$ cat src/rtl/coord_scan_ctrl.sv
// coord_scan_ctrl
// Walks a rectangular grid of block positions in raster order (X fastest).
// For each position it loads the upper-left X/Y coordinate into the
// interpolation coordinate registers, launches one datapath pass, waits for
// that pass to finish and then advances. DONE pulses after the last pass.
//
// Ports:
//   CLK       clock, rising edge
//   RST       synchronous reset, active-high
//   START     scan request (only looked at in IDLE)
//   ABORT     cancel a scan in progress (ignored in IDLE)
//   DP_DONE   datapath finished the current pass (only looked at in WAIT)
//   WE_X/WE_Y write enables for the X/Y coordinate registers
//   COORD_X/Y signed 8-bit coordinate of the current position
//   DP_START  one-cycle launch pulse to the datapath
//   BUSY      high in every state except IDLE
//   DONE      one-cycle pulse after the final pass completes
//   BLK_IDX   0-based raster index of the current position
module coord_scan_ctrl #(
  parameter logic signed [7:0] X_MIN = -8'sd8,
  parameter logic signed [7:0] X_MAX = 8'sd7,
  parameter logic signed [7:0] Y_MIN = -8'sd8,
  parameter logic signed [7:0] Y_MAX = 8'sd7,
  parameter int unsigned       STEP  = 4
) (
  input  logic              CLK,
  input  logic              RST,
  input  logic              START,
  input  logic              ABORT,
  input  logic              DP_DONE,
  output logic              WE_X,
  output logic              WE_Y,
  output logic signed [7:0] COORD_X,
  output logic signed [7:0] COORD_Y,
  output logic              DP_START,
  output logic              BUSY,
  output logic              DONE,
  output logic [7:0]        BLK_IDX
);

  typedef enum logic [2:0] {
    S_IDLE,
    S_LOAD,
    S_LAUNCH,
    S_WAIT,
    S_FINISH
  } state_t;

  // Limits widened to 9 bits so X+STEP / Y+STEP never wrap before compare.
  localparam logic signed [8:0] STEP9 = 9'(STEP);
  localparam logic signed [8:0] XMAX9 = {X_MAX[7], X_MAX};
  localparam logic signed [8:0] YMAX9 = {Y_MAX[7], Y_MAX};

  state_t            state_q, state_d;
  logic signed [7:0] x_q, x_d;
  logic signed [7:0] y_q, y_d;
  logic [7:0]        idx_q, idx_d;
  // Set for the first position and after every row wrap: Y must be rewritten.
  logic              wy_q, wy_d;

  logic signed [8:0] nx, ny;
  logic              x_wrap, y_wrap, last_pos;

  assign nx       = {x_q[7], x_q} + STEP9;
  assign ny       = {y_q[7], y_q} + STEP9;
  assign x_wrap   = nx > XMAX9;
  assign y_wrap   = ny > YMAX9;
  assign last_pos = x_wrap && y_wrap;

  always_ff @(posedge CLK) begin
    if (RST) begin
      state_q <= S_IDLE;
      x_q     <= '0;
      y_q     <= '0;
      idx_q   <= '0;
      wy_q    <= 1'b0;
    end else begin
      state_q <= state_d;
      x_q     <= x_d;
      y_q     <= y_d;
      idx_q   <= idx_d;
      wy_q    <= wy_d;
    end
  end

  always_comb begin
    state_d = state_q;
    x_d     = x_q;
    y_d     = y_q;
    idx_d   = idx_q;
    wy_d    = wy_q;
    if (ABORT && state_q != S_IDLE) begin
      state_d = S_IDLE;
    end else begin
      case (state_q)
        S_IDLE: begin
          if (START) begin
            state_d = S_LOAD;
            x_d     = X_MIN;
            y_d     = Y_MIN;
            idx_d   = '0;
            wy_d    = 1'b1;
          end
        end
        S_LOAD: begin
          state_d = S_LAUNCH;
          wy_d    = 1'b0;
        end
        S_LAUNCH: state_d = S_WAIT;
        S_WAIT: begin
          if (DP_DONE) begin
            if (last_pos) begin
              state_d = S_FINISH;
            end else begin
              state_d = S_LOAD;
              idx_d   = idx_q + 8'd1;
              if (!x_wrap) begin
                x_d = nx[7:0];
              end else begin
                // Not the last position, so ny is known to be within Y_MAX.
                x_d  = X_MIN;
                y_d  = ny[7:0];
                wy_d = 1'b1;
              end
            end
          end
        end
        S_FINISH: state_d = S_IDLE;
        default:  state_d = S_IDLE;
      endcase
    end
  end

  // Control outputs decode the state register only: no input-to-output path.
  assign WE_X     = (state_q == S_LOAD);
  assign WE_Y     = (state_q == S_LOAD) && wy_q;
  assign DP_START = (state_q == S_LAUNCH);
  assign BUSY     = (state_q != S_IDLE);
  assign DONE     = (state_q == S_FINISH);
  assign COORD_X  = x_q;
  assign COORD_Y  = y_q;
  assign BLK_IDX  = idx_q;

endmodule

$ cat config.mk
export PLATFORM = sky130hd
export DESIGN_NAME = coord_scan_ctrl
export DESIGN_NICKNAME = d
export VERILOG_FILES = /design/src/rtl/coord_scan_ctrl.sv
export SDC_FILE = /design/constraint.sdc
export NUM_CORES = 1
export LEC_CHECK = 0
export ABC_CLOCK_PERIOD_IN_PS = 2600
export CORE_AREA = 8 8 68 70
export CTS_CLUSTER_DIAMETER = 200
export CTS_CLUSTER_SIZE = 20
export DETAILED_ROUTE_END_ITERATION = 12
export DIE_AREA = 0 0 76 78
export PLACE_DENSITY = 0.72
export SYNTH_ARGS = -nofsm -noshare
export SYNTH_HDL_FRONTEND = slang
export SYNTH_SLANG_ARGS = --single-unit
$ cat constraint.sdc
create_clock -name CLK -period 2.6 [get_ports CLK]
set_clock_uncertainty 0.2 [all_clocks]
set_input_delay 0.26 -clock CLK [delete_from_list [all_inputs] [get_ports CLK]]
set_output_delay 0.26 -clock CLK [all_outputs]
set_load 0.05 [all_outputs]
==> flow_summary.toml <==
[setup_path]
critPathMaxStageDelay_ns = 0.84
critical_path_class = "reg -> out"
start_kind = "flop"
arrival_ns = 1.99
required_ns = 2.14
critPathSlowestCell = "clkdlybuf4s50_1"
crit_chain = "nor3b_1 > clkdlybuf4s50_1"
path_buf_inv = 1
cp-end-kind = "primary output"
crit_family = "buffers and inverters"
critical_path.max_fanout = 12

[floorplan]
dieArea_um2 = 5930
fp.coreArea_um2 = 3550
start_util = 0.428
ios = 34
fp.dieW_um = 76
die_y_um = 78
rows = 22

[yosys]
syn_area_um2 = 1520
synth_area_leaders = "dfxtp_1, ha_1, a21oi_1, nor2_1, inv_1"
synth_edf_count = 0
synth.most_common_cell = "dfxtp_1"
ys_types = 55
synthMuxAreaShare = 0.0197
ys_seq_area_frac = 0.316
synth-seq-cells = 24
synth-xor-area-share = 0.0230
synth_cells = 178
yosysWarnings = 0
syn_avg_cell_area_um2 = 8.55
synth_ff_type = "dfxtp_1"
yosys.area.top_type = "dfxtp_1"
synthAdderAreaFrac = 0.0411
synth_top_area_share = 0.316
synth_compound_area_frac = 0.280
ys_async_sr_fraction = 0
synth_top_family_by_area = "compound AO/OA/AOI/OAI gates"
synthSimpleGateAreaFrac = 0.241
synthTopCellsByCount = "dfxtp_1, a21oi_1, nor2_1"

[job]
drv_cap = 0

[detailed_routing]
antenna_left = 0
drtIter0Drc = 109
wirelength_mm = 3.63
drtPass1Iterations = 4
routed_via_density = 5.50
drc = 0
wl_per_cell_um = 14.0
vias = 1425

[timing]
finalCriticalPeriod_ns = 2.45
hold_viol = 0
tightest_slew_ns = 0.510
setup_viol = 0
relSlewSlack = 0.659
fmax_mhz = 408
finalMaxSlewViolations = 0
finalWorstSetupSlack_ns = 0.152
fin_setup_tns_ns = 0
rsz0062_at_grt = "false"
fin_crit_sh = 0.942

[placement]
numPortBuffers = 29
pre_cts_slack_ns = 0.183
gp_congestion = 0.823
hpwlAfterDp_mm = 2.75

[clock_network]
ctsHoldBuffers = 0
clk_pin_slew_ns = 0.14
cts_tree = "done"
cts.sinks = 24
cts_max_level = 1
cts_setup_buffers = 0
clock_path_buffers = 2
cts-buffers-inserted = 3
cts-root-buf = "clkbuf_4"
clk_latency_ns = 0.34

[pwr]
p_total_w = 0.000958
irDropWorstVdd_mv = 0.189
p_per_area_nw_per_um2 = 492
leakagePower_nw = 0.699

[global_routing]
antenna_found_initial = 0
grt_pass1_vias = 1386
grt.overflow.total = 0
grt_max_degree = 15
track_usage = 0.123
grt_pass1_wl_mm = 6.20

[cells_and_area]
n_antenna_cell = 0
fill_cells = 329
nets = 222
syn_to_final_growth_pct = 28.0
drive_gt1_frac = 0.147

[hold_path]
min_path_type = "reg -> reg"

[status]
status = "finished clean"
==> layer usage <==
layer	part of all wire	global-route usage	up-vias	routed length [µm]
met5	0	0	-	0
met4	0.013	0.0529	0	47
met3	0.054	0.0346	5	195
met2	0.49	0.211	31	1770
met1	0.45	0.138	666	1620
li1	-	-	723	-
==> kinds of logic (layout without fill, tap and decap cells) <==
kind of cell / after synthesis / after routing
and+or+nand+nor: 63 / 63
AOI/OAI and AO/OA: 54 / 54
DFF: 24 / 24
buffers and inverters: 24 / 54
adders and majority gates: 5 / 5
xor gates and xnor gates: 4 / 4
muxes: 3 / 3
other: 1 / 4
==> per-stage QoR <==
step | cells | util | hold WS (ns) | area [µm²]
floorplan | 181 | - | 0.168 | 1540
global placement | 255 | 0.531 | 0.277 | 1890
detailed placement | 255 | 0.531 | 0.287 | 1890
CTS | 259 | 0.546 | 0.307 | 1940
global route | 259 | 0.548 | 0.348 | 1950
finish | 259 | 0.548 | 0.308 | 1950
==> final cells by class <==
cell class	count	area, µm²	area share
multi-input combinational	133	948	0.487
tap	48	60.1	0.0308
sequential	24	483	0.248
timing repair buffer	38	358	0.184
inverter	12	45.0	0.0231
clock buffer	3	22.5	0.0116
clock inverter	1	30.0	0.0154
==> state kept, by name (all words and copies together), names as in the netlist <==
| signal | cells |
|---|---|
| COORD_X | 6 |
| BLK_IDX | 8 |
| state_q | 3 |
| wy_q | 1 |
| COORD_Y | 6 |
==> power breakdown <==
group          switching (W)  leakage [nW]  internal [W]
registers          0.0000279         0.198      0.000386
clock network       0.000127        0.0279      0.000156
logic               0.000166         0.474     0.0000942
total               0.000321         0.699      0.000637
==> placed cells by master, fill, tap and decap left out, drive strengths merged, types with 5 or more instances in the layout <==
master         count
dfxtp             24
o21ai             11
nand2              9
a21oi             13
nand2b             6
buf                9
ha                 5
nor3               5
a31oi              5
inv               12
and3               6
nor2              11
clkdlybuf4s50     29
==> worst reg2reg max path, delay by kind of cell, from the launching register on <==
family,cells,cell delay (ns)
and+or+nand+nor,2,0.49
AOI/OAI and AO/OA,2,0.52
DFF,1,0.39
adders and majority gates,1,0.32
buffers and inverters,3,0.41
==> path summary, 6_finish.rpt <==
check        cells after the start  slack [ns]  startpoint          to
max reg2reg                      8        0.18  COORD_X[2]  COORD_Y[6]
min                              2        0.31  BLK_IDX[7]  BLK_IDX[7]
min reg2reg                      2        0.31  BLK_IDX[7]  BLK_IDX[7]
max                              2        0.15  state_q[1]    DP_START
==> repair_timing <==
item	4_1_cts	5_1_grt
endpoints found under the setup margin	0	1
hold endpoints to repair	0	0
resized for setup	0	1
Power figures use the tool's default switching activity.
